<file path="config.mk">
export PLATFORM = sky130hd
export DESIGN_NAME = pc_gen
export DESIGN_NICKNAME = d
export VERILOG_FILES = /design/src/rtl/pc_gen.sv
export SDC_FILE = /design/constraint.sdc
export NUM_CORES = 1
export LEC_CHECK = 0
export BUFFER_PORTS_ARGS = -buffer_cell sky130_fd_sc_hd__buf_2
export CORE_ASPECT_RATIO = 1.75
export CORE_MARGIN = 2
export CORE_UTILIZATION = 54
export CTS_BUF_LIST = sky130_fd_sc_hd__clkbuf_4 sky130_fd_sc_hd__clkbuf_8
export DETAILED_ROUTE_END_ITERATION = 8
export PLACE_DENSITY = 0.94
export SYNTH_ARGS = -nofsm -noshare
export SYNTH_HDL_FRONTEND = slang
export SYNTH_SLANG_ARGS = --single-unit
</file>
<file path="constraint.sdc">
create_clock -name clk -period 6.7 [get_ports clk]
set_input_delay 1.005 -clock clk [delete_from_list [all_inputs] [get_ports clk]]
set_output_delay 1.005 -clock clk [all_outputs]
set_load 0.02 [all_outputs]
</file>
<file path="src/rtl/pc_gen.sv">
// pc_gen: fetch program-counter generator.
// Holds the fetch PC, advances it on every accepted fetch (req_o & gnt_i) and
// redirects it on a trap or an EX-stage branch, traps taking priority.
// Reaching END_ADDR either wraps to START_ADDR or halts, depending on WRAP_EN.
// A misaligned redirect target halts the generator until an aligned redirect.
//
// Ports:
//   clk, rst_n            core clock, asynchronous active-low reset
//   enable_i, stall_i     fetch enable / fetch-stage stall
//   trap_flag_i/addr_i    trap redirect request and target
//   br_flag_i/addr_i      EX branch/jump taken and target
//   gnt_i                 bus accepted the current fetch request
//   pc_o                  current fetch PC
//   req_o                 fetch request valid (combinational)
//   redirect_o            one-cycle pulse after a redirect (flush if_id)
//   misalign_o            sticky flag: last redirect target misaligned
//   halt_o                generator is halted
//   fetch_cnt_o           number of accepted fetches (wraps)
module pc_gen #(
  parameter int unsigned        ADDR_W     = 32,
  parameter logic [ADDR_W-1:0]  START_ADDR = 32'h0000_0000,
  parameter logic [ADDR_W-1:0]  END_ADDR   = 32'h0000_3FFC,
  parameter int unsigned        STEP       = 4,
  parameter bit                 WRAP_EN    = 1'b1,
  parameter int unsigned        CNT_W      = 32
) (
  input  logic              clk,
  input  logic              rst_n,
  input  logic              enable_i,
  input  logic              stall_i,
  input  logic              trap_flag_i,
  input  logic [ADDR_W-1:0] trap_addr_i,
  input  logic              br_flag_i,
  input  logic [ADDR_W-1:0] br_addr_i,
  input  logic              gnt_i,
  output logic [ADDR_W-1:0] pc_o,
  output logic              req_o,
  output logic              redirect_o,
  output logic              misalign_o,
  output logic              halt_o,
  output logic [CNT_W-1:0]  fetch_cnt_o
);

  typedef enum logic [1:0] {StBoot, StRun, StHalt} state_e;

  state_e            state_q, state_d;
  logic [ADDR_W-1:0] pc_q, pc_d;
  logic              redirect_q, redirect_d;
  logic              misalign_q, misalign_d;
  logic [CNT_W-1:0]  cnt_q, cnt_d;

  logic              xfer;
  logic              redir;
  logic [ADDR_W-1:0] target;

  assign req_o  = (state_q == StRun) & enable_i & ~stall_i;
  assign xfer   = req_o & gnt_i;
  assign redir  = trap_flag_i | br_flag_i;
  assign target = trap_flag_i ? trap_addr_i : br_addr_i;

  always_comb begin
    state_d    = state_q;
    pc_d       = pc_q;
    redirect_d = 1'b0;
    misalign_d = misalign_q;
    // A transfer coincident with a redirect still counts; redirect_o flushes it.
    cnt_d      = cnt_q + CNT_W'(xfer);

    if (redir) begin
      // Redirects ignore stall/enable/gnt/state so a stall never loses one.
      pc_d       = target;
      redirect_d = 1'b1;
      if (target[1:0] != 2'b00) begin
        misalign_d = 1'b1;
        state_d    = StHalt;
      end else begin
        misalign_d = 1'b0;
        state_d    = StRun;
      end
    end else if (xfer) begin
      if (pc_q < END_ADDR) begin
        pc_d = pc_q + ADDR_W'(STEP);
      end else if (WRAP_EN) begin
        pc_d = START_ADDR;
      end else begin
        state_d = StHalt;
      end
    end else if (state_q == StBoot) begin
      state_d = StRun;
    end
  end

  always_ff @(posedge clk or negedge rst_n) begin
    if (!rst_n) begin
      state_q    <= StBoot;
      pc_q       <= START_ADDR;
      redirect_q <= 1'b0;
      misalign_q <= 1'b0;
      cnt_q      <= '0;
    end else begin
      state_q    <= state_d;
      pc_q       <= pc_d;
      redirect_q <= redirect_d;
      misalign_q <= misalign_d;
      cnt_q      <= cnt_d;
    end
  end

  assign pc_o        = pc_q;
  assign redirect_o  = redirect_q;
  assign misalign_o  = misalign_q;
  assign halt_o      = (state_q == StHalt);
  assign fetch_cnt_o = cnt_q;

endmodule

</file>
# After elaboration in Yosys (flattened, before gate mapping)
# Index checks and enable logic that the tools add are counted.
# W data, S select, Z words.
dict set report word_totals {
  output_inout_bits 68
  mem_bits_rw 0
  reg_bits 68
  rom_bits 0
  memories 0
  latchBits 0
}
dict set report classes {
  bitwise 5
  n_lt_le_gt_ge 1
  shift 0
  addsub 2
  n_div 0
  reduce_logical 5
  n_mul 0
  mux 10
  eq_ne 3
}
# operator n
set op_table {}
lappend op_table {{$mux W32} 4}
lappend op_table {{$add A32 B1 Y32} 1}
lappend op_table {{$add A32 B3 Y32 const B} 1}
lappend op_table {{$lt A32 B14 Y1 const B} 1}
lappend op_table {{$mux W2} 4}
lappend op_table {{$reduce_bool A2 Y1} 3}
lappend op_table {{$and A1 B1 Y1} 3}
lappend op_table {{$eq A2 B1 Y1 const B} 1}
lappend op_table {{$eq A2 B2 Y1 const B} 1}
lappend op_table {{$logic_not A2 Y1} 1}
lappend op_table {{$mux W1} 2}
lappend op_table {{$ne A2 B1 Y1 const B} 1}
lappend op_table {{$reduce_and A2 Y1} 1}
lappend op_table {{$not A1 Y1} 1}
lappend op_table {{$or A1 B1 Y1} 1}

# Logic depth before layout (Yosys ltp)
# Gate-level depths: netlist of the first run.
dict set report depth {
  word_depth 6
  ltp_mapped 10
}

# Least setup slack after synthesis of the first run
# Ideal clock, no wire load.
dict set report synth_path {
  kind {input port to flip-flop}
  from {input stall_i}
  to {register cnt_q[12], in the netlist fetch_cnt_o[12]}
  slack_ns 3.728
  arrival_ns 2.841
  setup_ns 0.130
  t_required_ns 6.570
  cell_stages 9
  n_path_buf 0
  cell_sequence {and4bb_2 > nand2_1 > inv_1 > ha_1 > ha_1 > and3_1 > nor2b_1 > nand3_1 > xnor2_1}
}
dict set report synth_between {
  elab_chain_cells 4
}
# item line
set synth_lines {}
lappend synth_lines {{from (decl)} 30} ;# input logic stall_i,
lappend synth_lines {{$not A1 Y1} 56} ;# assign req_o = (state_q == StRun) & enable_i & ~stall_i;
lappend synth_lines {{$and A1 B1 Y1} 56}
lappend synth_lines {{$and A1 B1 Y1} 57} ;# assign xfer = req_o & gnt_i;
lappend synth_lines {{$add A32 B1 Y32} 67} ;# cnt_d = cnt_q + CNT_W'(xfer);
lappend synth_lines {{net cnt_d[12]} 50} ;# logic [CNT_W-1:0] cnt_q, cnt_d;
lappend synth_lines {{to (signal assigned)} 105} ;# cnt_q <= cnt_d;
lappend synth_lines {{to (decl)} 50}
# The timed path passes the listed nets, and every way through them passes these cells.
# A chain may end at the register's enable or synchronous reset.

# Worst setup path in the final report of the first run
dict set report layout_path {
  from {input stall_i}
  to {register cnt_q[26], in the netlist fetch_cnt_o[26]}
}
# Same word-level chain as after synthesis.

==> results, run 1 <==
- The transition time at the pin with the least slew margin is 878 ps.
- The signal on the critical path passes through buf_2 > and4bb_2 > nand2_1 > inv_1 > ha_1 > ha_1 > and3_1 > and3_1 > nand3_1 > xnor2_1.
- The placeable core region is 6130 sq um.
- In the synthesized netlist, the cells that appear most often are sky130_fd_sc_hd__dfrtp_1, sky130_fd_sc_hd__nand2_1, sky130_fd_sc_hd__xnor2_1, sky130_fd_sc_hd__o21ai_0, sky130_fd_sc_hd__nand3_1.
- The number of pins exceeding their max-slew limit in the final report came to 0.
- The number of DRC markers in iteration 0 is 206.
- The fraction of the core area covered by cells at the end of the flow is 70.4%.
- In the final routed layout, each cell accounts on average for 16.4 microns.
- The tightest min-delay check is of the flip-flop to flip-flop type.
- The worst setup path is launched from a primary input.
- Detailed placement finished with a half-perimeter wire length of 6.85 mm.
- Of the post-synthesis cell area, the part taken by muxes is 0.297%.
- STA classifies the critical path endpoint as a flip-flop.
- By area the synthesized netlist is led by sky130_fd_sc_hd__dfrtp_1, sky130_fd_sc_hd__xnor2_1, sky130_fd_sc_hd__nand2_1, sky130_fd_sc_hd__a22oi_1, sky130_fd_sc_hd__o21ai_0.
- The first TritonRoute pass finished after 4 iterations.
- The leading area contributor after synthesis is sky130_fd_sc_hd__dfrtp_1.
- The number of synthesized flops with an enable pin is 0.
- The initial antenna violation count was 0.
- After detailed routing, the number of vias per cell comes to 5.86.
- The post-synthesis share of cell area spent on and, or, nand and nor gates is 21.2%.
- The kind of cell adding the most delay to the critical path is simple AND/OR/NAND/NOR gates.
- In this run the power density over the cells is 224 nW/um^2.
- The largest buffer count on any clock path is 2.
- Input and output buffers added on the ports amount to 138.
- In this run the critical register-to-register path is captured at fetch_cnt_o[26].
- The number of nets in the layout is 547.
- The die covers 6920 sq um.
- In this run the remaining antenna-violating nets after routing total 0.
- After Yosys synthesis, XOR and XNOR cells account for 7.79% of the synthesized area.
- The post-route netlist has 33.8% of its cells at a drive strength greater than 1.
- The root buffer cell is sky130_fd_sc_hd__clkbuf_8.
- The routed layout has 3260 vias.
- Counting cells, the worst reg-to-reg path comes to 9.
- For this design the static power due to leakage is 0.00222 uW.
- The synthesis-to-layout area growth is 28.0%.
- The post-synthesis cell count is 336.
- The H-tree depth reported by CTS is 3.
- The critical path required time is 6950 ps.
- Clock-pin slew was measured on the worst setup and hold paths at 70 ps.
- Each instance of the synthesized netlist takes up on average 10.0 sq um.
- The initial utilization of the core area, before any placement, comes to 55.0%.
- Summing the areas of all fa, ha and maj instances in the mapped netlist gives 1.11% of the synthesized area.
- The most instantiated flip-flop cell in the synthesis netlist is sky130_fd_sc_hd__dfrtp_1.
- The clock buffer count from CTS is 9.
- The post-route setup TNS is 0 ps.
- Setup violations remaining at the end of the flow were counted as 0.
- The completed layout was analyzed and its total power is 969 uW.
- Yosys mapped the design onto 41 distinct sky130hd cell types.
- The antenna diode count is 0.
- Of the post-synthesis cell area, the dominant cell type holds 50.4%.
- The number of buffers inserted for hold repair after clock tree synthesis is 0.
- The critical path contains buffers and inverters numbering 2 combined.
- In the post-synthesis netlist, the cell with the most instances is sky130_fd_sc_hd__dfrtp_1.
- The count of standard-cell rows is 38.
- The first element of the critical path is stall_i.
- The final worst clock skew is 4.82 ps.
- The dominant combinational cell family by area after synthesis is simple AND/OR/NAND/NOR gates.
- In the routed design, unresolved DRC markers number 0.
- The final RePlAce weighted congestion is 0.772.
- Across every metal layer, demand over resource in global routing totals 28.0%.
- The critical path crosses 10 cells after its start point.
- Max-cap violations in this run came to 0.
- TritonCTS built the clock tree.
- The final worst-path cycle share is 47.8%.
- The number of I/O pins is 139.
- The cell depth of the worst min-delay path is 1.
- The largest individual stage delay along the critical path comes from the cell sky130_fd_sc_hd__nand2_1.
- The worst flop-to-flop path startpoint is state_q[1].
- The worst reg-to-reg setup slack is 3840 ps.
- In this run the worst setup path terminates at fetch_cnt_o[26].
- At the worst endpoint, the arrival time is 3450 ps.
- The largest single stage delay on the critical path is 390 ps.
- The via count of the first global-routing pass is 3258.
- In this run, synthesis produced a sequential element count of 68.
- By startpoint and endpoint, the worst setup path is classified as primary input to flip-flop.
- The floorplan step set the die width to 63.8 microns.
- Global routing finished with a remaining overflow of 0.
- Of all nets on the critical path, the largest fanout is 18.
- The number of gates resized after cts is 0.
- The post-CTS setup buffer count is 0.
- Entering global routing, the biggest net connects 69 pins.
- Static timing analysis puts the maximum clock frequency at 312 MHz.
- The total wirelength of the detailed-routed design is 9.13 mm.
- The number of clock sinks is 68.
- The netlist area before placement is 3370 sq um.
- The height of the die is 109 microns.
- For this run, asynchronously set or reset flops after synthesis account for 100%.
- For this run, the number of Yosys warnings is 0.
- The worst max-slew margin expressed relative to the limit is 41.5%.
- The global-route wire length before repair is 14.8 mm.
- Synthesis produced a netlist with a net count of 410.
- The number of endpoints with negative hold slack in the final report is 0.
- IR analysis of the VDD net gives a maximum drop of 0.183 mV.
- The sequential share of the synthesized area is 50.4%.
- Summing the areas of all compound-gate instances in the mapped netlist gives 16.9% of the synthesized area.
- The run finished with clean final reports.
- The insertion delay of the later-clocked pin in the worst-skew pair is 340 ps.
- The final critical delay including setup and external delays is 3200 ps.
- Setup repair after global routing left no endpoint under its margin.
[worst min-delay path by stage]
| stage | startpoint | endpoint | slack [ps] |
|---|---|---|---|
| finish | fetch_cnt_o[31] | fetch_cnt_o[31] | 480 |
| global route | fetch_cnt_o[31] | fetch_cnt_o[31] | 500 |
| CTS | fetch_cnt_o[31] | fetch_cnt_o[31] | 480 |
| detailed placement | fetch_cnt_o[31] | fetch_cnt_o[31] | 470 |
| global placement | fetch_cnt_o[31] | fetch_cnt_o[31] | 460 |
| floorplan | state_q[0] | state_q[0] | 460 |
[power by group]
part / switching, uW / total (uW) / internal [uW] / leakage (uW)
logic: 100 / 165 / 65.0 / 0.00124
clock network: 142 / 334 / 192 / 0.000102
registers: 31.5 / 470 / 439 / 0.000879
total: 273 / 969 / 696 / 0.00222
[placed cells by master (no fill, tap or decap), types with 3 or more instances in the layout]
cell	netlist	final
sky130_fd_sc_hd__nor4_1	4	4
sky130_fd_sc_hd__o221ai_1	5	5
sky130_fd_sc_hd__a22o_1	7	7
sky130_fd_sc_hd__nor3_1	6	6
sky130_fd_sc_hd__buf_2	3	138
sky130_fd_sc_hd__nand4_1	8	8
sky130_fd_sc_hd__inv_1	5	5
sky130_fd_sc_hd__nor2b_1	17	17
sky130_fd_sc_hd__a31oi_1	5	5
sky130_fd_sc_hd__xor2_1	5	5
sky130_fd_sc_hd__xnor2_1	25	25
sky130_fd_sc_hd__o21ai_0	24	24
sky130_fd_sc_hd__nor2_1	8	8
sky130_fd_sc_hd__a21oi_1	8	8
sky130_fd_sc_hd__and3_1	11	11
sky130_fd_sc_hd__clkbuf_8	0	11
sky130_fd_sc_hd__dfrtp_1	68	68
sky130_fd_sc_hd__a21o_1	10	10
sky130_fd_sc_hd__and4_1	5	5
sky130_fd_sc_hd__nand2_1	41	41
sky130_fd_sc_hd__nand3_1	20	20
sky130_fd_sc_hd__a22oi_1	17	17
sky130_fd_sc_hd__ha_1	3	3
[worst reg2reg max path: stages, from the launching register on]
cell	delay, ps
sky130_fd_sc_hd__dfrtp_1	400
sky130_fd_sc_hd__and4bb_2	320
sky130_fd_sc_hd__nand2_1	390
sky130_fd_sc_hd__inv_1	250
sky130_fd_sc_hd__ha_1	270
sky130_fd_sc_hd__ha_1	230
sky130_fd_sc_hd__and3_1	240
sky130_fd_sc_hd__and3_1	340
sky130_fd_sc_hd__nand3_1	140
sky130_fd_sc_hd__xnor2_1	200
[registers in the layout, summed over array words and instances, names as in the netlist]
name / cells
redirect_o: 1
misalign_o: 1
state_q: 2
pc_o: 32
fetch_cnt_o: 32
[final cells by class]
type | instances | area, sq um
Clock buffer | 12 | 159
Clock inverter | 2 | 35.0
Fill cell | 445 | 1820
Inverter | 5 | 18.8
Multi-Input combinational cell | 249 | 1600
Sequential cell | 68 | 1700
Tap cell | 80 | 100
Timing Repair Buffer | 140 | 706
[logic make-up (layout without fill, tap and decap cells)]
group / after synthesis / count (layout)
mux: 1 / 1
xor+xnor: 30 / 30
buf+inv: 19 / 159
compound gates: 84 / 84
simple gates: 131 / 131
fa+ha+maj: 3 / 3
flops: 68 / 68
[metrics by stage]
stage               hold WS (ps)  cells  area (sq um)  worst slack (ps)
CTS                          483    556          4320              3520
detailed placement           470    542          4120              3160
floorplan                    461    336          3370              3730
global route                 500    556          4320              3350
finish                       481    556          4320              3500
global placement             457    542          4120              3270
[routing by layer]
metal	up-vias	track usage, %	share of wire [%]
met3	35	6.76	6.0
met4	0	18.8	5.2
li1	1495	-	-
met2	159	49.7	54
met5	-	0	0
met1	1571	28.7	35
No activity file was read; power rests on OpenSTA's default activity.
==> run 2: changes to the inputs <==
ABC_AREA = 1   (was default)
CORE_UTILIZATION = 46   (was 54)
PLACE_DENSITY = 0.84   (was 0.94)
clock period = 2.9 ns   (was 6.7 ns; I/O delays follow)
==> run 2 against run 1 <==
  * Register-to-register slack lost 3000 ps
  * Cell count up 24%
  * Power is 140% higher
  * Non-clock buffer count increased by 3
  * Worst setup slack lost 2700 ps
  * Sequential power up 130%
  * First-iteration DRC count shrank 16%
  * Area after synthesis increased by 10%
  * Critical path type is now flip-flop to flip-flop
  * Critical endpoint is now fetch_cnt_o[24]
==> results, run 2 <==
- The flow ran to the end, and the final reports show no timing, DRC or antenna violations.
- For the final database, setup skew stands at 10.3 ps.
- The synthesized netlist contains 31 unique library cells.
- The instance count after placement with tap cells included is 671.
- The final layout contains 666 nets.
- The sequential share of the synthesized area is 45.8%.
- Once placement finished, the instance area stood at 4480 sq um.
- The post-route non-filler standard cell count is 687.
- The critical path required time is 3150 ps.
- The clock-pin slew on the worst setup and hold paths is 80 ps.
- The clock buffer count from CTS is 9.
- The die span in x is 71.9 microns.
- Derived from the worst setup path, the maximum achievable clock frequency is 477 MHz.
- After synthesis the cells add up to 3710 sq um.
- The most frequently used cell type in the post-synthesis netlist is sky130_fd_sc_hd__nand2_1.
- The most instantiated flip-flop cell in the synthesis netlist is sky130_fd_sc_hd__dfrtp_1.
- The critical path goes through nor3_2 > nand2_1 > inv_1 > ha_1 > ha_1 > nand3_4 > nor2_4 > nand3_2 > nor2_4 > nand3_1 > and2_1.
- The count of final setup violators is 0.
- The filler cell count in the final layout is 699.
- The maximum net fanout on the critical path is 5.
- The clock network fraction of design power is 36.7%.
- Sorting the synthesized cells by area gives the leading types as sky130_fd_sc_hd__dfrtp_1, sky130_fd_sc_hd__nand2_1, sky130_fd_sc_hd__nor2_1, sky130_fd_sc_hd__xor2_1, sky130_fd_sc_hd__inv_1.
- The antenna diode count is 0.
- Combinational logic is responsible for 16.9% of the overall power.
- The number of warnings printed during yosys synthesis is 0.
- The number of endpoints with negative hold slack in the final report is 0.
- The area of all placed cells without fillers is 4700 sq um.
- The worst setup path is captured at a flip-flop.
- Data arrives at the worst endpoint at 2350 ps.
- Counting flops with an async set or reset pin after synthesis yields a share of 100%.
- 139 I/O pins were placed.
- The most common cell after layout, fill and taps aside is sky130_fd_sc_hd__buf_2.
- Total power for the finished layout comes to 2310 uW.
- The average via count per standard cell is 5.20.
- For this run, global-route usage on met2 was measured as 43.8%.
- Summed over all cells, the static leakage comes to 0.00245 uW.
- The final layout contains routed wiring with a total length of 9.83 mm.
- The cell family contributing the most delay on the critical path is simple AND/OR/NAND/NOR gates.
- After synthesis the netlist holds a flip-flop and latch count of 68.
- The leading area contributor after synthesis is sky130_fd_sc_hd__dfrtp_1.
- Global routing finished with a remaining overflow of 0.
- The post-synthesis cell count is 449.
- Post-CTS repair changed the size of 0 cells.
- The die covers 8830 sq um.
- The post-CTS setup buffer count is 0.
- The tree is rooted in a sky130_fd_sc_hd__clkbuf_8.
- The path class of the tightest hold or removal check is primary input to async pin.
- The global routing usage on met3 is 5.34%.
- The H-tree depth reported by CTS is 3.
- Once detail routing completed, the nets flagged for antenna violations numbered 0.
- Detailed routing inserted a total of 3573 vias.
- The net count after synthesis is 523.
- The number of design rule violations left after detail routing is 0.
- The top cell types in the final layout, fill and taps aside, are sky130_fd_sc_hd__buf_2, sky130_fd_sc_hd__nand2_1, sky130_fd_sc_hd__dfrtp_1, sky130_fd_sc_hd__nor2_1, sky130_fd_sc_hd__inv_1.
- In this run the register-to-register setup slack is 810 ps.
- The area of the multi-input gates is 1780 sq um.
- Entering global routing, the biggest net connects 33 pins.
- The number of optimization iterations in the first detailed-route pass is 4.
- The delay contributed by the slowest stage of the critical path is 390 ps.
- The synthesis-to-layout area growth is 26.7%.
- The share of total power consumed by net switching is 29.2%.
- The total buffers and inverters traversed by the critical path is 1.
- The worst flop-to-flop path startpoint is state_q[1].
- The TritonCTS clock tree is built.
- The synthesized area divided by synthesized cell count is 8.27 sq um.
- The worst path in the final design needs a cycle of 2090 ps, including I/O delays and setup.
- The category of the worst setup path launch point is a flip-flop.
- For the final routed database, the setup TNS stands at 0 ps.
- The placeable core region is 7860 sq um.
- The insertion delay of the later-clocked pin in the worst-skew pair is 360 ps.
- After legalization and detailed placement, the total HPWL measured 7.87 mm.
- The global-route usage over all layers is 23.8%.
- The number of pins exceeding their max-slew limit in the final report came to 0.
- Setup repair after global routing left no endpoint under its margin.
- The clock passes through at most 2 buffers.
- In this run the biggest area consumer among cell types represents 45.8% of the synthesized area.
- Yosys mapped a number of flops with a built-in enable equal to 0.
- The internal power of the cells totals 1630 uW.
- Among all stages on the critical path, the largest delay is contributed by sky130_fd_sc_hd__dfrtp_1.
- The worst voltage drop across the vdd grid is 0.447 mV.
- The power density over the cells is 491 nW/um^2.
- The relative contribution of sequential cells to total power is 46.4%.
- Across the whole layout, storage elements account for 1700 sq um.
- The number of buffers added on ports is 138.
- Counting cells, the worst reg-to-reg path comes to 11.
- Routability-driven placement finished with a final weighted congestion of 0.875.
- The initial core utilization is 47.3%.
- For this run, global-route usage on met1 was measured as 24.0%.
- Cells with a size suffix above 1 make up 31.3% of the layout.
- The final worst-path cycle share is 72.2%.
- The via count of the first global-routing pass came to 3648.
- The switching power is 674 uW.
- The average wire length per cell after detail routing is 14.3 microns.
- The floorplan has 43 rows.
- Clock tree synthesis found a total of 68 sinks.
- The floorplan step set the die height to 123 microns.
- In this run, post-CTS hold repair placed 0 buffers.
- The first global-routing pass estimated 16.1 mm of wire.
- After global routing, the most crowded layer is met2.
- Ranked by instance count, the synthesized netlist is headed by sky130_fd_sc_hd__nand2_1, sky130_fd_sc_hd__dfrtp_1, sky130_fd_sc_hd__nor2_1, sky130_fd_sc_hd__inv_1, sky130_fd_sc_hd__xor2_1.
- The initial antenna violation count was 0.
- The number of max-capacitance violations reported is 0.
- The first routing iteration left 173 violations.
- The worst register-to-register path ends at fetch_cnt_o[24].
- The worst max-slew margin expressed relative to the limit is 50.2%.
- By startpoint and endpoint, the worst setup path is classified as flip-flop to flip-flop.
- The transition time at the pin with the least slew margin is 745 ps.
==> run 2: how the worst max path moves through the flow <==
stage                          start              end  slack [ps]  cells past startpoint
after floorplan             enable_i  fetch_cnt_o[24]         630                     12
after global placement       stall_i  fetch_cnt_o[24]         730                     12
after detailed placement     stall_i  fetch_cnt_o[24]         640                     12
after CTS                 state_q[1]  fetch_cnt_o[24]         780                     11
after global routing      state_q[0]  fetch_cnt_o[24]         560                     12
final                     state_q[1]  fetch_cnt_o[24]         810                     11
==> run 2: cells by family after synthesis <==
group | synth area share, %
flip-flops | 45.8
AND/OR/NAND/NOR | 29.7
adder cells (fa/ha/maj) | 1.01
XOR/XNOR | 7.08
buffers and inverters | 6.17
AO/OA/AOI/OAI | 10.2
==> run 2: area by class of cell <==
class	count	area share (%)
Clock buffer	12	3.51
Clock inverter	4	1.17
Inverter	42	3.35
Multi-Input combinational cell	328	37.9
Sequential cell	68	36.2
Tap cell	90	2.39
Timing Repair Buffer	143	15.5
==> run 2: routing by layer <==
layer  up-vias  part of all wire, %
met5         -                    0
met2       155                   55
met1      1644                   35
li1       1746                    -
met3        28                  5.7
met4         0                  4.6
==> run 2: through the flow <==
step,util (%),setup WS (ps),hold slack [ps]
2_1_floorplan,-,634,139
3_3_place_gp,57.1,729,458
3_5_place_dp,57.1,641,464
4_1_cts,59.9,775,146
5_1_grt,59.9,561,176
6_report,59.9,805,142
==> run 2: power groups by stage <==
| stage | Combinational [uW] | Clock [uW] | Sequential (uW) |
|---|---|---|---|
| after floorplan | 151 | 0 | 1160 |
| after CTS | 395 | 869 | 1070 |
| final | 389 | 847 | 1070 |
| after global routing | 433 | 907 | 1080 |
| after global placement | 383 | 0 | 1090 |
| after detailed placement | 394 | 0 | 1090 |
